--- config.mk ---
export PLATFORM = sky130hd
export DESIGN_NAME = bram_data_loader_flat
export DESIGN_NICKNAME = d
export VERILOG_FILES = /design/src/rtl/bram_data_loader_pkg.sv /design/src/rtl/bram_data_loader_if.sv /design/src/rtl/bram_data_loader.sv /design/src/flat_wrapper.sv
export SDC_FILE = /design/constraint.sdc
export NUM_CORES = 1
export LEC_CHECK = 0
export ABC_AREA = 0
export CAP_MARGIN = 20
export CORE_ASPECT_RATIO = 0.5
export CORE_UTILIZATION = 53
export DETAILED_ROUTE_END_ITERATION = 6
export GPL_ROUTABILITY_DRIVEN = 0
export GPL_TIMING_DRIVEN = 0
export HOLD_SLACK_MARGIN = 0.1
export PLACE_DENSITY = 0.84
export SLEW_MARGIN = 25
export SYNTH_ARGS = -nofsm -noshare
export SYNTH_HDL_FRONTEND = slang
export SYNTH_SLANG_ARGS = --single-unit
--- constraint.sdc ---
create_clock -name CLK -period 3.6 [get_ports CLK]
set_input_delay 0.54 -clock CLK [delete_from_list [all_inputs] [get_ports CLK]]
set_output_delay 0.54 -clock CLK [all_outputs]
set_load 0.005 [all_outputs]
--- src/rtl/bram_data_loader_pkg.sv ---
// Shared definitions for the BRAM song-data loader: FSM encodings and song index width.
package bram_data_loader_pkg;

  localparam int unsigned SongIdxW = 8;
  localparam int unsigned StateW   = 2;

  localparam logic [StateW-1:0] StIdle    = 2'd0;
  localparam logic [StateW-1:0] StRestart = 2'd1;
  localparam logic [StateW-1:0] StReceive = 2'd2;
  localparam logic [StateW-1:0] StDone    = 2'd3;

  typedef logic [SongIdxW-1:0] song_idx_t;

endpackage

--- src/rtl/bram_data_loader_if.sv ---
// Bundles the BRAM write port, core start/done strobes and the CPU byte channel of the loader.
interface bram_data_loader_if
  import bram_data_loader_pkg::*;
#(
  parameter int unsigned addr_width         = 13,
  parameter int unsigned data_width_in_byte = 3
);

  logic [addr_width-1:0]           bram_addr_w;
  logic [8*data_width_in_byte-1:0] bram_data_in;
  logic                            bram_en_w;
  logic                            sig_on;
  logic                            sig_done;
  logic                            restart;
  song_idx_t                       init_index;
  logic [7:0]                      init_aux_info;
  logic                            request_data;
  logic                            data_ready;
  logic [7:0]                      cpu_data_in;
  logic                            transmit_finished;
  song_idx_t                       song_selection;

  // Loader side.
  modport master (
    output bram_addr_w, bram_data_in, bram_en_w, sig_done, restart,
           init_index, init_aux_info, request_data,
    input  sig_on, data_ready, cpu_data_in, transmit_finished, song_selection
  );

  // Environment side (core sequencer, CPU channel and BRAM).
  modport slave (
    input  bram_addr_w, bram_data_in, bram_en_w, sig_done, restart,
           init_index, init_aux_info, request_data,
    output sig_on, data_ready, cpu_data_in, transmit_finished, song_selection
  );

endinterface

--- src/rtl/bram_data_loader.sv ---
// Streams one song from the CPU byte channel into BRAM, packing data_width_in_byte bytes per word.
module bram_data_loader
  import bram_data_loader_pkg::*;
#(
  parameter int unsigned addr_width           = 13,
  parameter int unsigned data_width_in_byte   = 3,
  parameter logic [7:0]  static_init_aux_info = 8'h00,
  parameter int unsigned restarting_timeout   = 5
) (
  input  logic               CLK,
  input  logic               RESET_L,
  bram_data_loader_if.master bus
);

  localparam int unsigned DataW    = 8 * data_width_in_byte;
  localparam int unsigned ByteCntW = (data_width_in_byte > 1) ? $clog2(data_width_in_byte) : 1;
  localparam int unsigned TmoCntW  = $clog2(restarting_timeout + 1);

  localparam logic [ByteCntW-1:0] LastByte = ByteCntW'(data_width_in_byte - 1);
  localparam logic [TmoCntW-1:0]  LastTmo  = TmoCntW'(restarting_timeout - 1);

  logic [StateW-1:0]     state_q, state_d;
  logic [TmoCntW-1:0]    tmo_q, tmo_d;
  logic [ByteCntW-1:0]   byte_cnt_q, byte_cnt_d;
  logic [DataW-1:0]      word_q, word_d;
  logic [addr_width-1:0] addr_q, addr_d;
  logic [addr_width-1:0] bram_addr_q, bram_addr_d;
  logic [DataW-1:0]      bram_data_q, bram_data_d;
  logic                  bram_en_q, bram_en_d;
  song_idx_t             init_index_q, init_index_d;

  // Word with the incoming byte appended; older bytes move toward the MSBs (big-endian).
  logic [DataW-1:0]      word_shift;

  if (data_width_in_byte > 1) begin : g_shift_multi
    assign word_shift = {word_q[DataW-9:0], bus.cpu_data_in};
  end else begin : g_shift_single
    assign word_shift = bus.cpu_data_in;
  end

  always_comb begin
    state_d      = state_q;
    tmo_d        = tmo_q;
    byte_cnt_d   = byte_cnt_q;
    word_d       = word_q;
    addr_d       = addr_q;
    bram_addr_d  = bram_addr_q;
    bram_data_d  = bram_data_q;
    bram_en_d    = 1'b0;
    init_index_d = init_index_q;

    case (state_q)
      StIdle: begin
        if (bus.sig_on) begin
          state_d      = StRestart;
          init_index_d = bus.song_selection;
          addr_d       = '0;
          byte_cnt_d   = '0;
          tmo_d        = '0;
        end
      end

      StRestart: begin
        if (tmo_q == LastTmo) begin
          state_d = StReceive;
        end else begin
          tmo_d = tmo_q + 1'b1;
        end
      end

      StReceive: begin
        // A byte arriving with transmit_finished is still consumed before leaving.
        if (bus.data_ready) begin
          word_d = word_shift;
          if (byte_cnt_q == LastByte) begin
            byte_cnt_d  = '0;
            bram_en_d   = 1'b1;
            bram_data_d = word_shift;
            bram_addr_d = addr_q;
            addr_d      = addr_q + 1'b1;
          end else begin
            byte_cnt_d = byte_cnt_q + 1'b1;
          end
        end
        if (bus.transmit_finished) begin
          state_d = StDone;
        end
      end

      StDone: begin
        state_d = StIdle;
      end

      default: begin
        state_d = StIdle;
      end
    endcase
  end

  always_ff @(posedge CLK) begin
    if (RESET_L) begin
      state_q      <= StIdle;
      tmo_q        <= '0;
      byte_cnt_q   <= '0;
      word_q       <= '0;
      addr_q       <= '0;
      bram_addr_q  <= '0;
      bram_data_q  <= '0;
      bram_en_q    <= 1'b0;
      init_index_q <= '0;
    end else begin
      state_q      <= state_d;
      tmo_q        <= tmo_d;
      byte_cnt_q   <= byte_cnt_d;
      word_q       <= word_d;
      addr_q       <= addr_d;
      bram_addr_q  <= bram_addr_d;
      bram_data_q  <= bram_data_d;
      bram_en_q    <= bram_en_d;
      init_index_q <= init_index_d;
    end
  end

  assign bus.bram_addr_w   = bram_addr_q;
  assign bus.bram_data_in  = bram_data_q;
  assign bus.bram_en_w     = bram_en_q;
  assign bus.init_index    = init_index_q;
  assign bus.init_aux_info = static_init_aux_info;
  assign bus.restart       = (state_q == StRestart);
  assign bus.request_data  = (state_q == StReceive);
  assign bus.sig_done      = (state_q == StDone);

endmodule

--- src/flat_wrapper.sv ---
// flat-port wrapper written by rule: the top's interface ports become plain ports
module bram_data_loader_flat import bram_data_loader_pkg::*;
#(
  parameter int unsigned addr_width           = 13,
  parameter int unsigned data_width_in_byte   = 3,
  parameter logic [7:0]  static_init_aux_info = 8'h00,
  parameter int unsigned restarting_timeout   = 5
)
  (CLK, RESET_L, bus_bram_addr_w, bus_bram_data_in, bus_bram_en_w, bus_sig_done, bus_restart, bus_init_index, bus_init_aux_info, bus_request_data, bus_sig_on, bus_data_ready, bus_cpu_data_in, bus_transmit_finished, bus_song_selection);
  bram_data_loader_if #(.addr_width(addr_width), .data_width_in_byte(data_width_in_byte)) bus_i ();
  input  logic CLK;
  input  logic RESET_L;
  output wire logic [$bits(bus_i.bram_addr_w)-1:0] bus_bram_addr_w;
  output wire logic [$bits(bus_i.bram_data_in)-1:0] bus_bram_data_in;
  output wire logic [$bits(bus_i.bram_en_w)-1:0] bus_bram_en_w;
  output wire logic [$bits(bus_i.sig_done)-1:0] bus_sig_done;
  output wire logic [$bits(bus_i.restart)-1:0] bus_restart;
  output wire logic [$bits(bus_i.init_index)-1:0] bus_init_index;
  output wire logic [$bits(bus_i.init_aux_info)-1:0] bus_init_aux_info;
  output wire logic [$bits(bus_i.request_data)-1:0] bus_request_data;
  input wire logic [$bits(bus_i.sig_on)-1:0] bus_sig_on;
  input wire logic [$bits(bus_i.data_ready)-1:0] bus_data_ready;
  input wire logic [$bits(bus_i.cpu_data_in)-1:0] bus_cpu_data_in;
  input wire logic [$bits(bus_i.transmit_finished)-1:0] bus_transmit_finished;
  input wire logic [$bits(bus_i.song_selection)-1:0] bus_song_selection;
  assign bus_bram_addr_w = bus_i.bram_addr_w;
  assign bus_bram_data_in = bus_i.bram_data_in;
  assign bus_bram_en_w = bus_i.bram_en_w;
  assign bus_sig_done = bus_i.sig_done;
  assign bus_restart = bus_i.restart;
  assign bus_init_index = bus_i.init_index;
  assign bus_init_aux_info = bus_i.init_aux_info;
  assign bus_request_data = bus_i.request_data;
  assign bus_i.sig_on = bus_sig_on;
  assign bus_i.data_ready = bus_data_ready;
  assign bus_i.cpu_data_in = bus_cpu_data_in;
  assign bus_i.transmit_finished = bus_transmit_finished;
  assign bus_i.song_selection = bus_song_selection;
  bram_data_loader #(.addr_width(addr_width), .data_width_in_byte(data_width_in_byte), .static_init_aux_info(static_init_aux_info), .restarting_timeout(restarting_timeout)) u_core (.CLK(CLK), .RESET_L(RESET_L), .bus(bus_i));
endmodule
# == After elaboration in Yosys (flattened, before gate mapping) ==
# Cells that the tools add are included.
# op_classes
addsub,3
eq_ne,11
muxes,16
n_bitwise,2
reduce_logical,11
# op_table
op,count
2-to-1 mux 13 bit,3
one-hot mux 13 bit (2 select lines),1
adder 13 x 1 -> 13 bit (second input constant),1
2-to-1 mux 2 bit,6
AND reduction 3 bit,4
!= test 2 x 1 -> 1 bit (second input constant),4
one-hot mux 2 bit (4 select lines),1
equality test 2 bit (second input constant),3
2-to-1 mux 3 bit,2
one-hot mux 3 bit (2 select lines),1
!= test 2 bit (second input constant),2
one-hot mux 2 bit (2 select lines),1
AND reduction 2 bit,2
AND reduction 4 bit,1
nonzero test 2 bit,2
adder 3 x 1 -> 3 bit (second input constant),1
equality test 3 bit (second input constant),1
OR reduction 3 bit,1
adder 2 x 1 -> 2 bit (second input constant),1
equality test 2 x 1 -> 1 bit (second input constant),1
logical NOT 2 bit,1
inverter 1 bit,2
2-to-1 mux 1 bit,1
# word_totals
ff_bits,82
in_bits,21
out_inout_bits,57
elab_cells,52

# == Logic depth before layout (Yosys ltp) ==
# Gate-level depths: netlist (run 1).
# depth
depth_word,4
mapped_depth,9
ltp_nobuf,6

# == Worst setup path before layout (run 1) ==
# No wires, ideal clock.
# synth_path
kind,flip-flop to flip-flop
startpoint,register u_core.state_q[0]
endpoint,register u_core.addr_q[12]
setup_time_ns,0.070
t_arrival_ns,1.768
required_ns,3.530
setup_slack_ns,1.762
stages_incl_launch_ff,8
path_buffers,1
cell_sequence,dfxtp_1 > inv_1 > ha_1 > buf_4 > mux2i_2 > a211o_1 > or4_1 > a21oi_1
# synth_via
elab_chain_cells,3
elab_cells_between_ends,8
classes_between,4 x eq/ne; 1 x mux; 3 x reduce/logical
# synth_rtl
element,line,text
from (decl),bram_data_loader.sv:22,"logic [StateW-1:0] state_q, state_d;"
from (signal assigned),bram_data_loader.sv:102,state_q <= StIdle;
from (signal assigned),bram_data_loader.sv:112,state_q <= state_d;
equality test 2 bit or logical NOT 2 bit (tied branches),bram_data_loader.sv:52,case (state_q)
!= test 2 x 1 -> 1 bit (no line) (tied with other cells),-,
AND reduction 4 bit (no line),-,
to (signal assigned),bram_data_loader.sv:116,addr_q <= addr_d;
to (decl),bram_data_loader.sv:26,"logic [addr_width-1:0] addr_q, addr_d;"
# Several ways; a longest one is shown, not always the timed one.
# A chain may end at the register's enable or synchronous reset.

# == Worst setup path after layout (run 1) ==
# layout_path
startpoint,input bus_data_ready
endpoint,"register u_core.bram_data_q[4], in the netlist u_core.bus.bram_data_in[4]"
# layout_via
elab_chain_cells,1
# layout_rtl
element,line,text
from (decl),flat_wrapper.sv:22,input wire logic [$bits(bus_i.data_ready)-1:0] bus_data_ready;
AND reduction 3 bit (no line),-,
to (signal assigned),bram_data_loader.sv:118,bram_data_q <= bram_data_d;
to (decl),bram_data_loader.sv:28,"logic [DataW-1:0] bram_data_q, bram_data_d;"
# Every way passes these cells.

==> results of run 1 <==
==> sequential cells by signal, summed over array words and instances, names as in the netlist <==
register,cells
u_core.addr_q,13
u_core.bus.bram_addr_w,13
u_core.bus.bram_data_in,24
u_core.bus.bram_en_w,1
u_core.bus.init_index,8
u_core.byte_cnt_q,2
u_core.state_q,2
u_core.tmo_q,3
u_core.word_q,16
==> kinds of logic after synthesis <==
kind of cell,share of synthesized area
AO/OA/AOI/OAI,0.1615
XOR/XNOR,0.01336
adder cells (fa/ha/maj),0.02673
buffers and inverters,0.06185
flip-flops,0.5010
multiplexers,0.007254
other,0.001144
AND/OR/NAND/NOR,0.2272
==> synth_stat cells <==
cell type and count:
sky130_fd_sc_hd__clkbuf_1 15, sky130_fd_sc_hd__inv_1 13, sky130_fd_sc_hd__a2bb2oi_1 1, sky130_fd_sc_hd__nand3b_1 2, sky130_fd_sc_hd__nand4_1 4, sky130_fd_sc_hd__nor4_1 2
sky130_fd_sc_hd__xnor2_1 4, sky130_fd_sc_hd__o21ai_0 5, sky130_fd_sc_hd__conb_1 1, sky130_fd_sc_hd__a211o_1 2, sky130_fd_sc_hd__nand2b_1 3, sky130_fd_sc_hd__nor3b_4 1
sky130_fd_sc_hd__buf_2 6, sky130_fd_sc_hd__a211oi_1 2, sky130_fd_sc_hd__nor2b_1 1, sky130_fd_sc_hd__nand3b_4 1, sky130_fd_sc_hd__o21bai_1 2, sky130_fd_sc_hd__mux2i_2 1
sky130_fd_sc_hd__a21oi_1 73, sky130_fd_sc_hd__a21o_1 2, sky130_fd_sc_hd__a31o_2 1, sky130_fd_sc_hd__o31ai_1 1, sky130_fd_sc_hd__o211ai_1 1, sky130_fd_sc_hd__a21bo_2 1
sky130_fd_sc_hd__a21boi_0 1, sky130_fd_sc_hd__xor2_1 1, sky130_fd_sc_hd__nand3_1 4, sky130_fd_sc_hd__buf_4 9, sky130_fd_sc_hd__and3_1 1, sky130_fd_sc_hd__and2_1 3
sky130_fd_sc_hd__and4_1 1, sky130_fd_sc_hd__or4_1 1, sky130_fd_sc_hd__a221oi_1 1, sky130_fd_sc_hd__mux2i_1 1, sky130_fd_sc_hd__nor3_1 2, sky130_fd_sc_hd__nor2_1 11
sky130_fd_sc_hd__a2111oi_0 2, sky130_fd_sc_hd__ha_1 7, sky130_fd_sc_hd__dfxtp_1 82, sky130_fd_sc_hd__or3_1 5, sky130_fd_sc_hd__nand2_1 129
==> worst max-delay path: stages <==
cell and delay (ns):
sky130_fd_sc_hd__clkdlybuf4s50_1 0.61, sky130_fd_sc_hd__nand2_1 0.29, sky130_fd_sc_hd__nor3b_4 0.50, sky130_fd_sc_hd__buf_2 0.32, sky130_fd_sc_hd__nand2_1 0.10, sky130_fd_sc_hd__a21oi_1 0.14
==> per-layer routing <==
metal  GRT usage  vias up
li1            -     1503
met1      0.3029     1363
met2      0.3891       78
met3     0.08820       16
met4     0.07331        0
met5           0        -
==> power by group through the flow <==
stage	logic (mW)	registers [mW]	clock network [mW]
after floorplan	0.269	0.994	0
after global placement	0.402	0.996	0
after detailed placement	0.415	0.997	0
after CTS	0.423	0.978	0.838
after global routing	0.466	0.984	0.887
final	0.425	0.977	0.826
==> per-stage QoR <==
step                      total power [mW]  utilization
after global routing                 2.337       0.7618
final                                2.228       0.7618
after global placement               1.398       0.7143
after CTS                            2.239       0.7618
after detailed placement             1.412       0.7143
after floorplan                      1.263            -
==> worst paths after layout <==
check | startpoint | endpoint | slack [ns] | depth (start not counted)
hold reg to reg | u_core.bus.init_index[7]$_SDFFE_PP0P_ | u_core.bus.init_index[7]$_SDFFE_PP0P_ | 0.45 | 2
setup / recovery | bus_data_ready | u_core.bus.bram_data_in[4]$_SDFFE_PP0P_ | 1.36 | 6
setup reg to reg | u_core.state_q[0]$_SDFFE_PP0P_ | u_core.bus.bram_data_in[4]$_SDFFE_PP0P_ | 1.45 | 7
hold / removal | u_core.bus.init_index[7]$_SDFFE_PP0P_ | u_core.bus.init_index[7]$_SDFFE_PP0P_ | 0.45 | 2
==> cell type report <==
class                   count  area share
clock inverters             3    0.003454
inverters                  13     0.01123
multi-input cells         288      0.3356
repair buffers             68      0.1566
flip-flops and latches     82      0.3777
plain buffers              30     0.03541
clock buffers              12     0.05901
well taps                  73     0.02101
==> results.txt, run 1 <==
- Clock tree synthesis inserted a total of 9 buffers.
- Max Clock Freq: 447.0 MHz
- Subtracting the final worst setup slack from the clock period gives 2.237 ns.
* TritonCTS clock tree: yes
- Post-route worst setup slack: 1.363 ns
* Crit path arrival time: 2.50 ns
- In the final routed layout, each cell accounts on average for 12.85 um.
- Kind of capture point of the worst setup path: flip-flop
* Area of all placed cells without fillers: 0.004347 mm2
* Vertical extent of the die: 57.60 um
- Worst slew pin tran: 0.6488 ns
- Library cells used by synthesis: 41
- Dividing the synthesized area by the synthesized cell count gives 8.071 um2.
- Final net count: 520
- After floorplanning, the core was divided into 19 placement rows.
* Syn. warnings: 0
- Clock latency of the later-clocked register in the worst-skew pair: 0.34 ns
- The final layout contains routed wiring with a total length of 7.310 mm.
- The layout has 437 filler cells.
- Prior to clock tree synthesis, the placed netlist has a worst setup slack of 1.086 ns.
- Clock share of power: 0.371
- Measured along the x axis, the die boundary spans 113.2 um.
- Of the available clock period, the critical path in the final layout requires 0.6214.
* Post-detailed-route DRC marker count: 0
- After global routing the overflow that remains totals 0.
- Power density cells: 512.6 mW/mm2
- CTS Buffer Depth: 2
- The initial antenna violation count is 0.
- Commonest cells after routing, fill and taps aside: sky130_fd_sc_hd__nand2_1, sky130_fd_sc_hd__dfxtp_1, sky130_fd_sc_hd__a21oi_1
- For the worst setup path, the data required time is 3.86 ns.
- The routed design uses 3.367 mm of met2 wire.
- Overall fraction of global-route tracks in use: 0.2401
* Area of the multi-input gates: 0.001459 mm2
* Net switching power figure: 0.6019 mW
- The path class of the tightest hold or removal check is reg2reg.
* Seq/Total Area, Yosys: 0.5010
- Buffers inserted to repair hold after CTS numbered 0.
- Of all nets on the critical path, the largest fanout is 10.
* Share of the synthesized area in the top cell type: 0.5010
- Slew headroom: 0.5636
- Synthesis produced 406 cells.
* H-tree depth: 3
- Share of final-layout standard cells stronger than drive strength 1: 0.06855
- Number of vias per cell: 5.202
- In this run the static leakage power is 1.511 nW.
- # IOs: 78
- The cell area that synthesis handed to floorplanning was 0.003277 mm2.
* FF+latch area: 0.001642 mm2
- Power share of the sequential group: 0.439
* Switching part of the total: 0.2702
* Count of placed standard cells in the final layout, fillers left out: 569
- The repair_antennas step left the layout with diodes totalling 0.
- The first global-routing pass estimated 12.01 mm of wire.
- Synthesized flop and latch total: 82
* Count of final max-slew check failures: 0
* Hold violation count in the final report: 0
* Final Skew: 0.005220 ns
- The clock drives 82 sinks.
- Logic gate share of total power: 0.191
* Startpoint kind of the worst setup timing path: primary input
* Cell taking the most area after synthesis: sky130_fd_sc_hd__dfxtp_1
- Peak supply drop: 323.8 uV
* Die footprint: 0.006520 mm2
- Post-CTS resize count: 0
- CTS placed an instance of sky130_fd_sc_hd__clkbuf_16 at the clock tree root.
- During placement, the flow inserted port buffers numbering 68.
- Including well taps, the total number of placed cells is 554.
- RSZ-0062 raised after global routing: no
- First-pass iteration count of the detailed router: 5
- Endpoints failing setup: 0
- Leaving out fill and tap cells, the most frequent cell in the layout is sky130_fd_sc_hd__nand2_1.
- WL met3: 473 um
- Sum of negative setup slack: 0 ns
- Post-CTS setup-driven buffer insertion count: 0
- The final route contains 2960 vias.
- Entering global routing, the biggest net connects 13 pins.
- Clk slew on worst S/H paths: 0.06 ns
- By area the synthesized netlist is led by sky130_fd_sc_hd__dfxtp_1, sky130_fd_sc_hd__nand2_1, sky130_fd_sc_hd__a21oi_1.
* Met1 WL: 3.357 mm
- After legalization and detailed placement, the total HPWL measured 5.067 mm.
- Growth of design area from synthesis to finish: 32.65%
- Effective utilization at floorplan: 0.5743
* Via count of the first global-routing pass: 2659
* Status: finished clean
- Area after detailed placement: 0.004075 mm2
* Worst hold margin: 0.4513 ns
- The first routing iteration left 165 violations.
- The highest metal layer carrying signal wires in the routed design is met4.
* DRT antenna net count: 0
- The internal portion of the total power is 1.626 mW.
- Critical path start-end classification: in2reg
* CORE AREA: 0.005705 mm2
* Maximum Capacitance Violations: 0
Note: power is estimated with default switching activity, not from simulation.
==> run 2: changes to the inputs <==
--- a/config.mk
+++ b/config.mk
@@ -8,12 +8,12 @@
 export ABC_AREA = 0
 export CAP_MARGIN = 20
 export CORE_ASPECT_RATIO = 0.5
-export CORE_UTILIZATION = 53
+export CORE_UTILIZATION = 44
 export DETAILED_ROUTE_END_ITERATION = 6
 export GPL_ROUTABILITY_DRIVEN = 0
 export GPL_TIMING_DRIVEN = 0
 export HOLD_SLACK_MARGIN = 0.1
-export PLACE_DENSITY = 0.84
+export PLACE_DENSITY = 0.75
 export SLEW_MARGIN = 25
 export SYNTH_ARGS = -nofsm -noshare
 export SYNTH_HDL_FRONTEND = slang
==> constraint.sdc (replaced) <==
create_clock -name CLK -period 2 [get_ports CLK]
set_input_delay 0.3 -clock CLK [delete_from_list [all_inputs] [get_ports CLK]]
set_output_delay 0.3 -clock CLK [all_outputs]
set_load 0.005 [all_outputs]
==> run 2 against run 1 <==
  * Clock power increased by 110%
  * Sequential share of layout area decreased by 1.1 points
  * Routed wire length increased by 3.6%
  * Final area increased by 3.4%
  * Global-route usage decreased by 2.8 points
  * Register-to-register slack got worse by 1.3 ns
  * Non-clock buffer count increased by 4
  * Clock skew increased by 0.0017 ns
  * Hold slack improved by 0.00075 ns
  * Utilization decreased by 11 points
  * Critical endpoint is now u_core.addr_q[9]$_SDFFE_PP0P_
  * Largest power group unchanged
  * Highest routed layer unchanged
==> results.txt, run 2 (synthesis gave the netlist of run 1 again) <==
- The signal on the critical path passes through inv_1 -> ha_1 -> buf_4 -> mux2i_4 -> a211o_4 -> or3_1 -> a21oi_1.
- STA classifies the critical path startpoint as a flip-flop.
- Subtracting the final worst setup slack from the clock period gives 1.895 ns.
* DRT antenna net count: 0 (unchanged)
- The flip-flop and latch area was 0.001647 mm2 (+0.31%).
* Slew headroom: 0.5891 (+0.02549)
- Die footprint: 0.007817 mm2 (+20%)
* Area of the multi-input gates: 0.001490 mm2 (+2.1%)
* Clk slew on worst S/H paths: 0.06 ns (about the same)
- On the critical path the largest part of the delay comes from compound AO/OA/AOI/OAI gates.
- Setup repair after global routing left no endpoint under its margin.
- Compared with the post-synthesis result, the final layout area differs by 37.19%.
- The global-route congestion overflow total came to 0 (unchanged).
- Met2 usage: 0.3377 (-0.05143)
* Kind of capture point of the worst setup path: flip-flop
- The first-pass GRT wire length is 12.65 mm (+5.3%).
* Crit path arrival time: 2.16 ns (-0.34 ns)
- Peak supply drop: 616.8 uV (+90%)
- The tree is rooted in a sky130_fd_sc_hd__clkbuf_16.
* CORE AREA: 0.006937 mm2 (+22%)
* Detailed-route via count: 2958 (-0.068%)
- The total inserted antenna cells came to 0 (unchanged).
- Max Clock Freq: 527.8 MHz
- The layout cell share with drive strength beyond 1 was 0.09600 (+0.02745).
- Final clock period utilization by the worst path: 0.9473
- Power density cells: 967.9 mW/mm2 (+89%)
- The row count came to 21 (+2).
* Detail-routed net length per standard cell: 12.80 um (-0.39%)
* CTS Buffer Depth: 2 (unchanged)
* Count of final max-slew check failures: 0 (unchanged)
* Grt met3 use: 0.06296 (-0.02525)
- The total number of clock tree sinks came to 82 (unchanged).
- The overall track demand over capacity in global routing was 0.2126 (-0.02753).
- Vertical extent of the die: 63.02 um (+9.4%)
- Final HPWL from detailed placement: 5.253 mm (+3.7%)
* Clock latency of the later-clocked register in the worst-skew pair: 0.34 ns (about the same)
- The maximum number of pins on one net before global-route repair was 14 (+1).
- Sum of negative setup slack: 0 ns (unchanged)
- The count of nets after finishing was 524 (+0.77%).
- The detailed-routing iteration count for the pre-antenna-repair pass is 5 (unchanged).
* Standard cell with the maximum stage delay on the critical path: sky130_fd_sc_hd__dfxtp_4
- Post-detailed-route DRC marker count: 0 (unchanged)
- The number of buffer and inverter instances along the worst setup path was 2 (unchanged).
- By startpoint and endpoint, the worst setup path is classified as reg2reg.
* Via count of the first global-routing pass: 2749 (+3.4%)
- Endpoints failing setup: 0 (unchanged)
* Final Skew: 0.006880 ns (+0.001661 ns)
- The final worst setup slack was 0.1054 ns (-1.257 ns).
- Total wire length after detailed routing: 7.576 mm (+3.6%)
* Status: finished clean
- Leak pwr: 1.562 nW (+3.3%)
* # IOs: 78 (unchanged)
- The fill cell total of the finished layout is 609 (+39%).
- Crit Path Max Fanout: 8 (-2)
* Tightest Hold Check Type: reg2reg
- TritonCTS clock tree: yes
- The number of flip-flops under the largest register name is 24 (unchanged).
- Most common cell after layout, fill and taps aside: sky130_fd_sc_hd__nand2_1
- H-tree depth: 3 (unchanged)
* Utilization of the core after routing: 0.6481 (-0.1138)
- TritonCTS buffer count: 9 (unchanged)
* Worst endpoint required time: 2.27 ns (-1.59 ns)
* Placement-stage worst setup slack: -0.3317 ns (-1.418 ns)
- Number of vias per cell: 4.997 (-4.0%)
* Die X-Extent: 124.0 um (+9.6%)
- Maximum Capacitance Violations: 0 (unchanged)
- The initial antenna violation count came to 0 (unchanged).
* Worst slew pin tran: 0.6109 ns (-0.03789 ns)
- The critical path's largest stage delay was 0.36 ns (-0.25 ns).
- Count of input and output buffers: 68 (unchanged)
- The met1 demand-to-capacity share in global routing was 0.2652 (-0.03763).
* Hold violation count in the final report: 0 (unchanged)
- Effective utilization at floorplan: 0.4724 (-0.1019)
- Most crowded layer after global routing: met2
* Starting DRT DRC Count: 165 (unchanged)
- In the layout the commonest cells are sky130_fd_sc_hd__nand2_1, sky130_fd_sc_hd__dfxtp_1, sky130_fd_sc_hd__a21oi_1.
-- run 2: changes by cell type in the layout (fill, tap and decap cells not counted), sizes merged --
cell,previous run,this run
clkbuf,27,25
buf,15,20
clkinvlp,0,1
clkinv,3,1
bufinv,0,2
-- run 2: timing repair --
action / 4_1_cts / 5_1_grt
hold buffers: 0 / 0
setup buffers: 2 / 3
endpoints found under the setup margin: 32 / 43
gates resized for setup: 3 / 14
pin swaps: 2 / 2
-- run 2: layout make-up --
class,instances,share of cell area
Inverter,13,0.01085
Sequential cell,82,0.3663
Timing Repair Buffer,73,0.1598
Clock buffer,11,0.05399
Buffer,29,0.03507
Clock inverter,4,0.01698
Tap cell,92,0.02561
Multi-Input combinational cell,288,0.3315
-- run 2: layer usage --
| layer | vias to the layer above | wire length [um] |
|---|---|---|
| met1 | 1356 | 3639 |
| met2 | 76 | 3399 |
| met3 | 14 | 391 |
| met4 | 0 | 146 |
| met5 | - | 0 |
| li1 | 1512 | - |
-- run 2: where the power goes --
part / internal, mW / total [mW] / leakage (nW) / switching, mW
Clock: 1.12 / 1.77 / 0.152 / 0.647
Sequential: 1.71 / 1.77 / 0.663 / 0.0537
Combinational: 0.363 / 0.814 / 0.747 / 0.451
-- run 2: through the flow --
stage	cell area (um2)	std cells	hold slack, ns	power (mW)
after floorplan	3303	413	0.4321	2.273
after global placement	4099	573	0.4421	2.523
after detailed placement	4099	573	0.4455	2.535
after CTS	4436	589	0.4227	4.301
after global routing	4496	592	0.4703	4.536
final	4496	592	0.4520	4.351
-- run 2: path summary, 6_finish.rpt --
check	startpoint	endpoint	slack, ns	cells past startpoint
max	u_core.state_q[0]$_SDFFE_PP0P_	u_core.addr_q[9]$_SDFFE_PP0P_	0.11	7
min	u_core.bus.bram_data_in[2]$_SDFFE_PP0P_	u_core.bus.bram_data_in[2]$_SDFFE_PP0P_	0.45	2
min reg2reg	u_core.bus.bram_data_in[2]$_SDFFE_PP0P_	u_core.bus.bram_data_in[2]$_SDFFE_PP0P_	0.45	2
max reg2reg	u_core.state_q[0]$_SDFFE_PP0P_	u_core.addr_q[9]$_SDFFE_PP0P_	0.11	7
-- run 2: tightest hold or removal path: cells and delay by family, from the launching register on --
| kind | cells | cell delay, ns |
|---|---|---|
| AOI/OAI and AO/OA | 1 | 0.05 |
| DFF | 1 | 0.31 |
| and+or+nand+nor | 1 | 0.05 |
==> run 3: changes to the inputs <==
--- a/config.mk
+++ b/config.mk
@@ -13,6 +13,7 @@
 export GPL_ROUTABILITY_DRIVEN = 0
 export GPL_TIMING_DRIVEN = 0
 export HOLD_SLACK_MARGIN = 0.1
+export MAX_ROUTING_LAYER = met4
 export PLACE_DENSITY = 0.75
 export SLEW_MARGIN = 25
 export SYNTH_ARGS = -nofsm -noshare
==> run 3 against run 2 <==
  * Via count shrank 0.17%
  * Sequential share of layout area unchanged
  * Utilization unchanged
  * Maximum frequency is 0.27% lower
  * Sequential power about the same
  * Critical endpoint unchanged
  * Largest cell class unchanged
  * Highest routed layer unchanged
==> results.txt, run 3 (synthesis gave the netlist of run 1 again) <==
* FP Rows: 21 (unchanged)
- Final clock period utilization by the worst path: 0.9499 (+0.002607)
- TritonCTS built the clock tree.
- The highest fanout seen on the critical path was 8 (unchanged).
- Area after detailed placement: 0.004099 mm2 (unchanged)
- Endpoint of the most critical register-to-register path: u_core.addr_q[9]$_SDFFE_PP0P_
- Hold violation count in the final report: 0 (unchanged)
* FF-to-FF setup slack: 0.10 ns (about the same)
* Count of final max-slew check failures: 0 (unchanged)
- The arrival time at the worst endpoint came to 2.17 ns (about the same).
- The number of hold-repair buffers added at the cts stage is 0 (unchanged).
* H-tree depth: 3 (unchanged)
- The number of clock buffers inserted by TritonCTS is 9 (unchanged).
- The total number of clock tree sinks was 82 (unchanged).
* Final Skew: 0.007711 ns (+0.0008303 ns)
* Clock latency of the later-clocked register in the worst-skew pair: 0.34 ns (about the same)
* Max Clock Freq: 526.4 MHz (-0.27%)
- Number of flip-flops in the largest register: 24 (unchanged)
- Detailed-route via count: 2953 (-0.17%)
- The critical path starts at u_core.state_q[0]$_SDFFE_PP0P_.
- The final period demand of the worst path was 1.900 ns (+0.005214 ns).
* CTS Buffer Depth: 2 (unchanged)
* Critical path start-end classification: reg2reg
- DRT antenna net count: 0 (unchanged)
- Endpoints failing setup: 0 (unchanged)
- The number of cells on the worst reg-to-reg path came to 7 (unchanged).
- Pin count of the biggest net entering global routing: 14 (unchanged)
* Die footprint: 0.007817 mm2 (unchanged)
- The final standard cell utilization of the core came to 0.6481 (unchanged).
- The via density per instance came to 4.988 (-0.17%).
- Share of final-layout standard cells stronger than drive strength 1: 0.09600 (unchanged)
- The number of port buffers came to 68 (unchanged).
* Starting DRT DRC Count: 177 (+7.3%)
* Number of antenna violations at the first check in global routing: 0 (unchanged)
- The pre-CTS setup slack was -0.3317 ns (unchanged).
* Root cell of the clock tree: sky130_fd_sc_hd__clkbuf_16
- Slew headroom: 0.5771 (-0.01198)
- Tightest Hold Check Type: reg2reg
- Detail-routed net length per standard cell: 12.81 um (+0.13%)
- The worst endpoint required time came to 2.27 ns (about the same).
* Leak pwr: 1.562 nW (unchanged)
- The detailed-route wire length came to 7.586 mm (+0.13%).
- First-pass iteration count of the detailed router: 5 (unchanged)
- Post-route worst setup slack: 0.1002 ns (-0.005214 ns)
* Final net count: 524 (unchanged)
- Power density cells: 969.3 mW/mm2 (+0.15%)
- The effective utilization at floorplan came to 0.4724 (unchanged).
- Peak supply drop: 616.3 uV (about the same)
- The total inserted antenna cells was 0 (unchanged).
- Final HPWL from detailed placement: 5.253 mm (unchanged)
- Setup repair after global routing left no endpoint under its margin.
* Die X-Extent: 124.0 um (unchanged)
- Clk slew on worst S/H paths: 0.06 ns (about the same)
* Number of fill cells in the layout: 609 (unchanged)
- The global-route congestion overflow total came to 0 (unchanged).
- The total DRC errors in the routed layout was 0 (unchanged).
- Area of all placed cells without fillers: 0.004496 mm2 (unchanged)
* Global-route wire length before repair: 12.64 mm (about the same)
- Status: finished clean
- Termination of the worst setup path: u_core.addr_q[9]$_SDFFE_PP0P_
* Sum of negative setup slack: 0 ns (unchanged)
* Most common cell after layout, fill and taps aside: sky130_fd_sc_hd__nand2_1
* Growth of design area from synthesis to finish: 37.19% (unchanged)
- Commonest cells after routing, fill and taps aside: sky130_fd_sc_hd__nand2_1, sky130_fd_sc_hd__dfxtp_1, sky130_fd_sc_hd__a21oi_1
- R2r startpoint: u_core.state_q[0]$_SDFFE_PP0P_
* Worst slew pin tran: 0.6287 ns (+0.01781 ns)
- The number of global-route vias before repair came to 2746 (-0.11%).
* Vertical extent of the die: 63.02 um (unchanged)
- The reported max-cap violation count is 0 (unchanged).
* CORE AREA: 0.006937 mm2 (unchanged)
- # IOs: 78 (unchanged)
* Instance count along the most critical hold path: 2 (unchanged)
- Kind of capture point of the worst setup path: flip-flop
* Overall fraction of global-route tracks in use: 0.2193 (+0.006739)
- The worst setup path is launched from a flip-flop.
run 3: cell counts in the layout (fill, tap and decap cells not counted):
Identical to the previous run, type by type.
run 3: what timing repair did:
action,in CTS,in global routing
gates cloned,0,0
pin swaps,2,2
setup endpoints to repair,32,43
setup buffers,2,3
resized for setup,3,14
run 3: critical path: stages (launching register included):
cell and delay (ns):
sky130_fd_sc_hd__dfxtp_4 0.36, sky130_fd_sc_hd__inv_1 0.05, sky130_fd_sc_hd__ha_1 0.18, sky130_fd_sc_hd__buf_4 0.16
sky130_fd_sc_hd__mux2i_4 0.22, sky130_fd_sc_hd__a211o_4 0.36, sky130_fd_sc_hd__or3_1 0.35, sky130_fd_sc_hd__a21oi_1 0.14
run 3: final cells by class:
| cell class | instances | area [um2] | area share |
|---|---|---|---|
| flip-flops and latches | 82 | 1647 | 0.3663 |
| repair buffers | 73 | 718.2 | 0.1598 |
| clock buffers | 11 | 242.7 | 0.05399 |
| inverters | 13 | 48.80 | 0.01085 |
| well taps | 92 | 115.1 | 0.02561 |
| clock inverters | 4 | 76.32 | 0.01698 |
| multi-input cells | 288 | 1490 | 0.3315 |
| plain buffers | 29 | 157.7 | 0.03507 |
run 3: how the worst min path moves through the flow:
stage	to	from
2_1_floorplan	u_core.bus.bram_data_in[16]$_SDFFE_PP0P_	u_core.word_q[8]$_SDFFE_PP0P_
3_3_place_gp	u_core.bus.bram_data_in[6]$_SDFFE_PP0P_	u_core.bus.bram_data_in[6]$_SDFFE_PP0P_
3_5_place_dp	u_core.bus.init_index[0]$_SDFFE_PP0P_	u_core.bus.init_index[0]$_SDFFE_PP0P_
4_1_cts	u_core.addr_q[12]$_SDFFE_PP0P_	RESET_L
5_1_grt	u_core.bus.bram_data_in[18]$_SDFFE_PP0P_	u_core.bus.bram_data_in[18]$_SDFFE_PP0P_
6_report	u_core.bus.bram_data_in[2]$_SDFFE_PP0P_	u_core.bus.bram_data_in[2]$_SDFFE_PP0P_
run 3: power by group:
group          leakage [nW]  switching [mW]  internal, mW
clock                 0.152           0.652          1.12
combinational         0.747           0.452         0.363
sequential            0.663          0.0537          1.71
total                  1.56            1.16          3.20
run 3: layer usage:
layer  vias up  track usage  part of all wire
met5         -            -                 0
met4         0      0.09375             0.017
met3        13      0.06569             0.051
met2        69       0.3377              0.45
met1      1358       0.2652              0.48
li1       1513            -                 -
run 3: metrics by stage:
step           hold WS (ns)  instances  total power [mW]
5_1_grt              0.4703        592             4.538
6_report             0.4521        592             4.358
3_5_place_dp         0.4455        573             2.535
3_3_place_gp         0.4421        573             2.523
4_1_cts              0.4227        589             4.301
2_1_floorplan        0.4321        413             2.273
